--- config.mk ---
export PLATFORM = sky130hd
export DESIGN_NAME = srambank_rmw_ctrl
export DESIGN_NICKNAME = d
export VERILOG_FILES = /design/src/rtl/srambank_rmw_ctrl.sv
export SDC_FILE = /design/constraint.sdc
export NUM_CORES = 1
export LEC_CHECK = 0
export CAP_MARGIN = 20
export CORE_MARGIN = 3
export CORE_UTILIZATION = 40
export CTS_CLUSTER_SIZE = 28
export DETAILED_ROUTE_END_ITERATION = 8
export PLACE_DENSITY = 0.87
export SLEW_MARGIN = 20
export SYNTH_ARGS = -nofsm -noshare
export SYNTH_HDL_FRONTEND = slang
export SYNTH_SLANG_ARGS = --single-unit
--- constraint.sdc ---
create_clock -name clk -period 5 [get_ports clk]
set_clock_uncertainty 0.2 [all_clocks]
set_input_delay 1.25 -clock clk [delete_from_list [all_inputs] [get_ports clk]]
set_output_delay 1.25 -clock clk [all_outputs]
set_load 0.02 [all_outputs]
--- src/rtl/srambank_rmw_ctrl.sv ---
// srambank_rmw_ctrl: single-outstanding request controller for a 1024x64
// synchronous SRAM bank; byte-masked writes become read-modify-write.
//
// Ports:
//   clk, rst_n             clock, asynchronous active-low reset
//   req_valid_i/ready_o    request handshake
//   req_write_i            1 = write, 0 = read
//   req_addr_i             word address
//   req_wdata_i            write data
//   req_wmask_i            byte enables (writes only)
//   rsp_valid_o/ready_i    read response handshake
//   rsp_rdata_o            read data
//   sram_addr_o            bank address
//   sram_wd_o              bank write data
//   sram_banksel_o         bank select (read or write strobe active)
//   sram_read_o            bank read strobe
//   sram_write_o           bank write strobe
//   sram_dataout_i         bank read data (held until the next read)
//
// Optional feature macro: SRAMCTL_FULLWR_BYPASS_EN
//   defined   -> full-mask writes skip the read and go straight to WR
//   undefined -> every non-zero-mask write runs RD then MERGE

module srambank_rmw_ctrl #(
    parameter int ADDR_W = 10,
    parameter int DATA_W = 64
) (
    input  logic                clk,
    input  logic                rst_n,

    input  logic                req_valid_i,
    output logic                req_ready_o,
    input  logic                req_write_i,
    input  logic [ADDR_W-1:0]   req_addr_i,
    input  logic [DATA_W-1:0]   req_wdata_i,
    input  logic [DATA_W/8-1:0] req_wmask_i,

    output logic                rsp_valid_o,
    input  logic                rsp_ready_i,
    output logic [DATA_W-1:0]   rsp_rdata_o,

    output logic [ADDR_W-1:0]   sram_addr_o,
    output logic [DATA_W-1:0]   sram_wd_o,
    output logic                sram_banksel_o,
    output logic                sram_read_o,
    output logic                sram_write_o,
    input  logic [DATA_W-1:0]   sram_dataout_i
);

    localparam int MASK_W = DATA_W / 8;

    typedef enum logic [2:0] {
        S_IDLE,
        S_RD,
        S_RESP,
        S_MERGE,
        S_WR
    } state_e;

    state_e              state_q, state_d;
    logic [ADDR_W-1:0]   addr_q,  addr_d;
    logic [DATA_W-1:0]   wdata_q, wdata_d;
    logic [MASK_W-1:0]   wmask_q, wmask_d;
    logic                write_q, write_d;

    logic                accept;
    logic                mask_zero;
    logic                mask_full;
    logic [DATA_W-1:0]   merged;

    assign accept    = req_valid_i & req_ready_o;
    assign mask_zero = ~|req_wmask_i;
    assign mask_full = &req_wmask_i;

    // State register
    always_ff @(posedge clk or negedge rst_n) begin
        if (!rst_n) begin
            state_q <= S_IDLE;
        end else begin
            state_q <= state_d;
        end
    end

    // Captured request
    always_ff @(posedge clk or negedge rst_n) begin
        if (!rst_n) begin
            addr_q  <= '0;
            wdata_q <= '0;
            wmask_q <= '0;
            write_q <= 1'b0;
        end else begin
            addr_q  <= addr_d;
            wdata_q <= wdata_d;
            wmask_q <= wmask_d;
            write_q <= write_d;
        end
    end

    always_comb begin
        addr_d  = addr_q;
        wdata_d = wdata_q;
        wmask_d = wmask_q;
        write_d = write_q;
        if (accept) begin
            addr_d  = req_addr_i;
            wdata_d = req_wdata_i;
            wmask_d = req_wmask_i;
            write_d = req_write_i;
        end
    end

    // Byte merge: new bytes where enabled, old bank bytes elsewhere.
    // sram_dataout_i still holds the word fetched by the preceding RD.
    always_comb begin
        merged = '0;
        for (int i = 0; i < MASK_W; i++) begin
            merged[8*i +: 8] = wmask_q[i] ? wdata_q[8*i +: 8]
                                          : sram_dataout_i[8*i +: 8];
        end
    end

    // Next state and output decode
    always_comb begin
        state_d      = state_q;
        req_ready_o  = 1'b0;
        rsp_valid_o  = 1'b0;
        rsp_rdata_o  = '0;
        sram_addr_o  = '0;
        sram_wd_o    = '0;
        sram_read_o  = 1'b0;
        sram_write_o = 1'b0;

        unique case (state_q)
            S_IDLE: begin
                req_ready_o = 1'b1;
                if (req_valid_i) begin
                    if (!req_write_i) begin
                        state_d = S_RD;
                    end else if (mask_zero) begin
                        // Nothing to write; stay ready for the next request.
                        state_d = S_IDLE;
`ifdef SRAMCTL_FULLWR_BYPASS_EN
                    end else if (mask_full) begin
                        state_d = S_WR;
`endif
                    end else begin
                        state_d = S_RD;
                    end
                end
            end
            S_RD: begin
                sram_read_o = 1'b1;
                sram_addr_o = addr_q;
                state_d     = write_q ? S_MERGE : S_RESP;
            end
            S_RESP: begin
                // No read is issued here, so the bank output stays put.
                rsp_valid_o = 1'b1;
                rsp_rdata_o = sram_dataout_i;
                if (rsp_ready_i) begin
                    state_d = S_IDLE;
                end
            end
            S_MERGE: begin
                sram_write_o = 1'b1;
                sram_addr_o  = addr_q;
                sram_wd_o    = merged;
                state_d      = S_IDLE;
            end
            S_WR: begin
                sram_write_o = 1'b1;
                sram_addr_o  = addr_q;
                sram_wd_o    = wdata_q;
                state_d      = S_IDLE;
            end
            default: begin
                state_d = S_IDLE;
            end
        endcase
    end

`ifndef SRAMCTL_FULLWR_BYPASS_EN
    // Full-mask detection only steers the bypass path.
    logic unused_mask_full;
    assign unused_mask_full = mask_full;
`endif

    assign sram_banksel_o = sram_read_o | sram_write_o;

endmodule
# After elaboration in Yosys (flattened, before gate mapping)
# Cells that the tools add are included.
[totals] inputBits=151 output_inout_bits=143 reg_bits=86 wordCells=39
[classes] bitwise_logic=2 reduce_logical=5 muxes=21 eq_ne=6
[op_table] op="64-bit case mux with 2 select lines" n=1
[op_table] op="64-bit 2-to-1 mux" n=1
[op_table] op="8-bit 2-to-1 mux" n=8
[op_table] op="10-bit 2-to-1 mux" n=1
[op_table] op="3-bit case mux with 3 select lines" n=1
[op_table] op="8-bit OR reduction" n=1
[op_table] op="1-bit 2-to-1 mux" n=7
[op_table] op="3-bit by 2-bit == test with 1-bit output (second input constant)" n=2
[op_table] op="3-bit 2-to-1 mux" n=2
[op_table] op="2-bit != test (second input constant)" n=2
[op_table] op="3-bit by 1-bit == test with 1-bit output (second input constant)" n=1
[op_table] op="3-bit == test (second input constant)" n=1
[op_table] op="3-bit logical NOT" n=1
[op_table] op="3-bit OR reduction" n=1
[op_table] op="2-bit AND reduction" n=1
[op_table] op="2-bit OR reduction" n=1
[op_table] op="1-bit AND" n=1
[op_table] op="1-bit bitwise OR" n=1

# Longest topological paths before layout
# Gate-level depths: netlist of run 1.
[logic_depth] ltp_word=5 mapped_depth=5 depth_no_buf=3

# Worst setup path before layout of run 1
# OpenSTA, ideal clock, no wires.
[synth_timing] kind="input-to-output" startpoint="input port sram_dataout_i[16]" endpoint="output port sram_wd_o[16]" cell_stages=2 path_slack_ns=1.953 required_time_ns=3.550 n_path_buf=0 t_arrival_ns=1.597 cell_sequence="mux2i_1 -> nor2_1"
[synth_via] elab_chain_len=2
[synth_lines] item="start, declared" line="47" source="input logic [DATA_W-1:0] sram_dataout_i"
[synth_lines] item="8-bit 2-to-1 mux" line="117" source="merged[8*i +: 8] = wmask_q[i] ? wdata_q[8*i +: 8]"
[synth_lines] item="64-bit case mux with 2 select lines" line="133" source="unique case (state_q)"
[synth_lines] item="end, declared" line="43" source="output logic [DATA_W-1:0] sram_wd_o,"
# Every way passes these cells.

# Worst setup path after layout of run 1
[layout_timing] startpoint="register state_q[0]" endpoint="output port sram_wd_o[56]"
[layout_via] elab_chain_len=2 word_cells_on_any_way=3 classes_between="eq/ne: 2; mux: 1"
[layout_lines] item="start, declared" line="60" source="state_e state_q, state_d;"
[layout_lines] item="start signal, assigned" line="80" source="state_q <= state_d;"
[layout_lines] item="3-bit == test or 3-bit by 2-bit == test with 1-bit output (tied branches)" line="133"
[layout_lines] item="64-bit case mux with 2 select lines (*)" line="133"
# Every way passes the cells marked *; elsewhere a longest branch is shown, timed or not.

==> results of run 1 <==
[power breakdown]
| group | internal [mW] | total [mW] | switching (mW) |
|---|---|---|---|
| sequential | 1.04 | 1.36 | 0.324 |
| combinational | 1.20 | 2.12 | 0.921 |
| clock | 0.374 | 0.621 | 0.247 |
[cell families (layout without fill, tap and decap cells)]
family / Yosys count / in the layout / share of synthesized area
and+or+nand+nor: 146 / 146 / 0.161
DFF: 85 / 85 / 0.455
muxes: 147 / 147 / 0.340
buffers and inverters: 35 / 313 / 0.0409
AOI/OAI and AO/OA: 2 / 2 / 0.00348
[state kept, by name, indices dropped and copies added (netlist names)]
signal   count
wmask_q      8
wdata_q     64
addr_q      10
write_q      1
state_q      2
[critical path, stage by stage, from the launching register on]
cell             delay [ns]
dfrtp_1                0.61
nand2_2                0.45
buf_4                  0.43
nor2_1                 0.18
clkdlybuf4s50_1        0.63
[metal layers]
metal  part of all wire  vias to the layer above
li1                   -                     1936
met2               0.53                      184
met4              0.021                        0
met3              0.075                       21
met5                  0                        -
met1               0.37                     2007
[area by class of cell]
| cell class | instances | area [µm²] |
|---|---|---|
| inverters | 2 | 7.51 |
| clock inverters | 1 | 5.00 |
| flip-flops and latches | 85 | 2130 |
| well taps | 140 | 175 |
| multi-input cells | 295 | 2360 |
| repair buffers | 296 | 2970 |
| clock buffers | 14 | 274 |
| fillers | 811 | 3210 |
[stage by stage]
step	hold WS, ns	util
after floorplan	0.269	-
after global placement	0.281	0.685
after detailed placement	0.291	0.685
after CTS	0.303	0.710
after global routing	0.317	0.712
final	0.302	0.712
[cell usage in the layout, fill, tap and decap left out]
master,count
and2_1,74
nor2_1,65
nand4b_1,1
nand2_2,1
and2_4,1
buf_4,2
clkbuf_8,3
mux2i_1,64
inv_1,2
mux2_2,79
nor2b_1,1
a21o_1,1
mux2_4,4
buf_12,1
clkbuf_1,2
clkbuf_16,9
clkinv_2,1
buf_6,1
nor4_1,1
nor3_1,1
dfrtp_1,85
a22o_1,1
and2b_1,1
clkdlybuf4s50_1,292
[worst max-delay path by stage]
stage | from | to | slack, ns
after global routing | state_q[0] | sram_wd_o[41] | 0.65
after detailed placement | sram_dataout_i[21] | sram_wd_o[21] | 0.94
after floorplan | sram_dataout_i[16] | sram_wd_o[16] | 1.95
final | state_q[0] | sram_wd_o[56] | 0.91
after global placement | sram_dataout_i[41] | sram_wd_o[41] | 0.97
after CTS | state_q[0] | sram_wd_o[56] | 0.82
==> qor.csv, run 1 <==
metric;value;unit
hold path cells;1;
GRT Total Usage;0.222;
Hold-fix buffers, CTS;0;
DIE AREA;0.0130;mm²
DRT antenna net count;0;
Final Power;4.11;mW
NumNets Final;840;
worst reg2reg path depth;4;
most area-hungry cell type in the Yosys netlist;dfrtp_1;
Pre-antenna DRT Iters;4;
placed cells;817;
post-synthesis cell type count;19;
worst-margin pin slew;0.779;ns
WP data arrival;2.64;ns
Primary FF master, synth;dfrtp_1;
Max Fclk;0.245;GHz
# clock sinks;85;
most common cell in the netlist;dfrtp_1;
Yosys reg bits;85;
Synth async-reset ratio;1.00;
wire per inst;17.7;µm
synthesis-to-layout area growth;69.3;%
DP HPWL;11300;µm
synth top area cells;dfrtp_1, mux2_2, mux2i_1, and2_1, nor2_1;
initial antenna violation count;0;
Die W;114;µm
Post-route DRC;0;
initial core utilization;0.420;
syn avg cell area;11.3;µm²
setup bufs post-CTS;0;
Post-Place Cell Area;0.00762;mm²
Slew HR;0.481;
via count;4148;
flop2flop setup slack;2.64;ns
Post-Syn Instances;415;
Root Buffer;clkbuf_16;
Final WS setup;0.913;ns
Top Usage Layer GRT;met2;
worst-path fanout max;38;
met3 usage in global routing;0.0571;
status;finished, final reports clean;
worst r2r src;state_q[0];
GPL Wtd Cong;0.782;
leakage power;3.30;nW
Worst Path Required;3.55;ns
Final Max Tran Viols;0;
core area;0.0111;mm²
Tcrit/Tclk final;0.817;
Ys Warns;0;
DP Worst Slack;0.944;ns
r2r endpoint;wdata_q[22];
sequential area share after synthesis;0.455;
Vias per Instance;4.98;
first-pass GRT wire length;22900;µm
layout cells sized above 1;0.147;
Num CTS Buffers;9;
worst min-delay path category;flop to flop;
Iteration-0 DRC Markers;129;
Worst Path Class, Setup;flop to output port;
fin area;0.00792;mm²
TNS Setup;0;ns
cell row count;38;
Boundary Pins;294;
# diodes;0;
Finished Layout Cells;833;
met2 usage;0.409;
max cap viols;0;
CTS Buffer Depth;2;
Worst Min Path Start;addr_q[8];
clock latency at the later pin of the worst-skew pair;0.32;ns
vias in the first global route;4514;
die height;114;µm
routed wire length;14800;µm
CTS H-tree depth;3;
Mapped Nets;566;
post-CTS resize count;0;
Tmin final;4.09;ns
CP Launch Type;flop;
CP Capture Type;output port;
RSZ-0062 raised after global routing;false;
PD cells;519;mW/mm²
Syn Std Cell Area;0.00468;mm²
port bufs;293;
clk slew on worst S/H paths;0.06;ns
Post-synth EDFFs;0;
Max VDD drop;401;µV
Commonest cells post-synth;dfrtp_1, mux2_2, and2_1, nor2_1, mux2i_1;
CTS tree;built;
met1 Usage GRT;0.243;
Worst Hold End;addr_q[8];
Synth top area share;0.455;
Hold Vio Cnt, Final;0;
pin count of the biggest net entering global routing;86;
Setup violations, final;0;
GRT overflow;0;
(Power assumes the default switching activity.)
==> run 2, diff against run 1 <==
CORE_UTILIZATION = 34   (was 40)
PLACE_DENSITY = 0.78   (was 0.87)
clock period = 3.5 ns   (was 5 ns; I/O delays follow)
==> qor.csv, run 2 (same netlist as run 1, synthesis figures left out) <==
metric;value;unit;change
status;finished, final reports clean;;
first-pass GRT wire length;21800;µm;-4.7%
final core utilization;0.598;;-0.114
clock latency at the later pin of the worst-skew pair;0.32;ns;about the same
CP Launch Type;input port;;
initial core utilization;0.350;;-0.0700
Final Power;5.84;mW;+42%
NumNets Final;843;;+0.36%
TNS Setup;0;ns;unchanged
commonest non-fill, non-tap cell in the layout;clkdlybuf4s50_1;;
CP Capture Type;output port;;
Die W;123;µm;+8.0%
vias in the first global route;4335;;-4.0%
Tcrit/Tclk final;0.938;;
core area;0.0133;mm²;+20%
leakage power;3.30;nW;+0.25%
worst min-delay path category;flop to flop;;
Pre-antenna DRT Iters;4;;unchanged
via count;4097;;-1.2%
Max VDD drop;329;µV;-18%
max FFs per register;64;;unchanged
Num CTS Buffers;9;;unchanged
largest registers;wdata_q x64, addr_q x10, wmask_q x8;;
Top reg by flops;wdata_q;;
Worst path top cell family by delay;buffers and inverters;;
Setup violations, final;0;;unchanged
Worst path most repeated cell;clkdlybuf4s50_1;;
commonest non-fill, non-tap cells in the layout;clkdlybuf4s50_1, dfrtp_1, mux2_2;;
cell row count;42;;+11%
# clock sinks;85;;unchanged
routed wire length;14300;µm;-3.3%
flop2flop setup slack;1.35;ns;-1.29 ns
CTS H-tree depth;3;;unchanged
GRT overflow;0;;unchanged
worst-margin pin slew;0.795;ns;+0.0153 ns
synthesis-to-layout area growth;70.6;%;
Slew HR;0.470;;-0.0102
die height;123;µm;+8.0%
max cap viols;0;;unchanged
RSZ-0062 raised after global routing;false;;
Post-route DRC;0;;unchanged
pin count of the biggest net entering global routing;86;;unchanged
Iteration-0 DRC Markers;105;;-19%
wire per inst;16.4;µm;-7.6%
clk slew on worst S/H paths;0.06;ns;about the same
CTS Buffer Depth;2;;unchanged
post-CTS resize count;0;;unchanged
PD cells;732;mW/mm²;+41%
DP Worst Slack;0.206;ns;-0.738 ns
Boundary Pins;294;;unchanged
Critical-path top delay cell;clkdlybuf4s50_1;;
slowest cell delay on critical path;0.62;ns;about the same
port bufs;293;;unchanged
GRT Total Usage;0.183;;-0.0387
CTS tree;built;;
# diodes;0;;unchanged
Hold-fix buffers, CTS;0;;unchanged
GPL Wtd Cong;0.778;;-0.42%
Tmin final;3.28;ns;
Hold Vio Cnt, Final;0;;unchanged
Final Max Tran Viols;0;;unchanged
Worst Path Class, Setup;input port to output port;;
Hold Worst Slack;0.298;ns;-0.00352 ns
worst-path fanout max;2;;-95%
Root Buffer;clkbuf_16;;
WP data arrival;2.21;ns;-0.43 ns
Vias per Instance;4.70;;-5.6%
DIE AREA;0.0152;mm²;+17%
Cell Chain, Critical Path;clkdlybuf4s50_1 > mux2i_1 > nor2_1 > clkdlybuf4s50_1;;
DRT antenna net count;0;;unchanged
Worst Path Buf+Inv;2;;unchanged
initial antenna violation count;0;;unchanged
Final WS setup;0.218;ns;-0.695 ns
Worst Path Required;2.42;ns;-1.13 ns
setup bufs post-CTS;0;;unchanged
layout cells sized above 1;0.151;;+0.00368
DP HPWL;11100;µm;-1.4%
Max Fclk;0.305;GHz;
run 2: worst register-to-register path, cell delays in order, from the launching register on:
cell	delay [ns]
dfrtp_1	0.37
buf_4	0.20
nor2_1	0.17
and2_4	0.38
buf_12	0.30
mux2_2	0.42
run 2: worst paths after layout:
| check | from | cells after the start | endpoint |
|---|---|---|---|
| hold reg to reg | addr_q[1] | 1 | addr_q[1] |
| hold / removal | addr_q[1] | 1 | addr_q[1] |
| min in group asynchronous | rst_n | 1 | wdata_q[29] |
| max in group asynchronous | rst_n | 1 | wmask_q[2] |
| setup / recovery | sram_dataout_i[33] | 4 | sram_wd_o[33] |
| setup reg to reg | state_q[0] | 5 | wdata_q[10] |
run 2: per-stage QoR:
step                      area, µm²  cells
after floorplan                4680    415
after global placement         7720    857
after detailed placement       7720    857
after CTS                      7980    872
after global routing           7980    872
final                          7980    872
run 2: per-layer routing:
| layer | part of all wire | up-vias | GRT usage |
|---|---|---|---|
| li1 | - | 1940 | - |
| met1 | 0.36 | 1980 | 0.198 |
| met2 | 0.54 | 165 | 0.338 |
| met3 | 0.090 | 12 | 0.0604 |
| met4 | 0.011 | 0 | 0.0519 |
| met5 | 0 | - | 0 |
run 2: final cells by class:
type,instances,area (µm²)
Inverter,2,7.51
Multi-Input combinational cell,295,2360
Clock inverter,2,10.0
Sequential cell,85,2130
Fill cell,1077,5370
Timing Repair Buffer,299,3000
Clock buffer,13,250
Tap cell,176,220
run 2: power by group:
group / switching (mW) / total, mW / internal, mW
clock network: 0.353 / 0.847 / 0.494
logic: 1.32 / 3.07 / 1.75
registers: 0.442 / 1.93 / 1.49
total: 2.12 / 5.84 / 3.73
==> run 3, diff against run 2 <==
CAP_MARGIN = 10   (was 20)
CELL_PAD_IN_SITES_DETAIL_PLACEMENT = 2   (was default)
CELL_PAD_IN_SITES_GLOBAL_PLACEMENT = 2   (was default)
CORE_UTILIZATION = 19   (was 34)
GPL_ROUTABILITY_DRIVEN = 0   (was default)
PLACE_DENSITY = default   (was 0.78)
PLACE_DENSITY_LB_ADDON = 0.1   (was default)
==> qor.csv, run 3 (same netlist as run 1, synthesis figures left out) <==
metric;value;unit;change
Worst Hold End;addr_q[8];;
first-pass GRT wire length;29100;µm;+34%
DIE AREA;0.0265;mm²;+75%
Worst Min Path Start;addr_q[8];;
clk slew on worst S/H paths;0.06;ns;about the same
pin count of the biggest net entering global routing;67;;-22%
worst reg2reg path depth;5;;unchanged
port bufs;293;;unchanged
PD cells;738;mW/mm²;+0.78%
Top reg by flops;wdata_q;;
GRT Total Usage;0.141;;-0.0417
final core utilization;0.345;;-0.253
Tmin final;3.34;ns;+0.0552 ns
layout cells sized above 1;0.155;;+0.00387
Worst Path Required;2.42;ns;about the same
Setup violations, final;0;;unchanged
Hold Vio Cnt, Final;0;;unchanged
CTS Buffer Depth;2;;unchanged
CTS tree;built;;
Max VDD drop;269;µV;-18%
commonest non-fill, non-tap cells in the layout;clkdlybuf4s50_1, dfrtp_1, mux2_2;;
cell row count;56;;+33%
worst-margin pin slew;0.621;ns;-0.173 ns
Final Max Tran Viols;0;;unchanged
Root Buffer;clkbuf_16;;
initial core utilization;0.196;;-0.154
commonest non-fill, non-tap cell in the layout;clkdlybuf4s50_1;;
status;finished, final reports clean;;
Tcrit/Tclk final;0.953;;+0.0158
Worst Path Class, Setup;input port to output port;;
# clock sinks;85;;unchanged
routed wire length;18900;µm;+32%
clock latency at the later pin of the worst-skew pair;0.33;ns;about the same
GRT overflow;0;;unchanged
WP data arrival;2.26;ns;+0.05 ns
Iteration-0 DRC Markers;73;;-30%
# diodes;0;;unchanged
setup bufs post-CTS;0;;unchanged
die height;163;µm;+32%
Num CTS Buffers;9;;unchanged
DP HPWL;14500;µm;+31%
worst min-delay path category;flop to flop;;
Boundary Pins;294;;unchanged
vias in the first global route;4918;;+13%
Vias per Instance;4.11;;-13%
leakage power;3.33;nW;+0.86%
worst-path fanout max;2;;unchanged
CTS H-tree depth;3;;unchanged
flop2flop setup slack;1.29;ns;-0.06 ns
r2r endpoint;wdata_q[20];;
hold path cells;1;;unchanged
CP Capture Type;output port;;
via count;4177;;+2.0%
max FFs per register;64;;unchanged
Max Fclk;0.300;GHz;-1.7%
max cap viols;0;;unchanged
Hold-fix buffers, CTS;0;;unchanged
DRT antenna net count;0;;unchanged
Pre-antenna DRT Iters;3;;-1
initial antenna violation count;0;;unchanged
CP Launch Type;input port;;
largest registers;wdata_q x64, addr_q x10, wmask_q x8;;
Final Power;6.07;mW;+3.8%
FILL cells;2564;;+140%
Die W;163;µm;+32%
Slew HR;0.586;;+0.115
worst r2r src;state_q[0];;
NumNets Final;844;;+0.12%
RSZ-0062 raised after global routing;false;;
TNS Setup;0;ns;unchanged
wire per inst;18.6;µm;+13%
synthesis-to-layout area growth;75.8;%;
post-CTS resize count;0;;unchanged
Post-route DRC;0;;unchanged
core area;0.0238;mm²;+78%
==> run 3: worst max path at each step <==
stage | start | to
5_1_grt | sram_dataout_i[36] | sram_wd_o[36]
6_report | sram_dataout_i[36] | sram_wd_o[36]
3_3_place_gp | sram_dataout_i[36] | sram_wd_o[36]
4_1_cts | sram_dataout_i[36] | sram_wd_o[36]
2_1_floorplan | state_q[0] | rsp_rdata_o[47]
3_5_place_dp | sram_dataout_i[36] | sram_wd_o[36]
==> run 3: metrics by stage <==
| step | hold WS, ns | setup WS [ns] | cells | cell area (µm²) |
|---|---|---|---|---|
| finish | 0.305 | 0.163 | 1017 | 8220 |
| global route | 0.326 | 0.0878 | 1017 | 8220 |
| CTS | 0.309 | 0.123 | 1017 | 8220 |
| detailed placement | 0.295 | 0.120 | 1001 | 7930 |
| global placement | 0.282 | 0.158 | 1001 | 7930 |
| floorplan | 0.269 | 1.19 | 415 | 4680 |
==> run 3: worst max-delay path: stages <==
cell and delay, ns:
clkdlybuf4s50_1 0.52, mux2i_1 0.09, nor2_1 0.12, clkdlybuf4s50_1 0.66
==> run 3: layer usage <==
metal  GRT usage  vias up  wire [µm]
li1            -     1951          -
met1       0.161     2059       7550
met2       0.255      157       9640
met3      0.0470       10       1530
met4      0.0300        0        156
met5           0        -          0
==> run 3: where the power goes <==
| group | switching, mW | leakage [nW] | internal [mW] |
|---|---|---|---|
| sequential | 0.475 | 0.998 | 1.49 |
| clock | 0.395 | 0.143 | 0.571 |
| combinational | 1.38 | 2.19 | 1.76 |
| total | 2.25 | 3.33 | 3.81 |
==> run 3: final cells by class <==
class / count / area [µm²] / share of cell area
clock inverter: 4 / 47.5 / 0.00578
multi-input combinational: 295 / 2360 / 0.287
timing repair buffer: 300 / 3030 / 0.369
inverter: 2 / 7.51 / 0.000913
clock buffer: 12 / 246 / 0.0300
tap: 319 / 399 / 0.0485
sequential: 85 / 2130 / 0.259
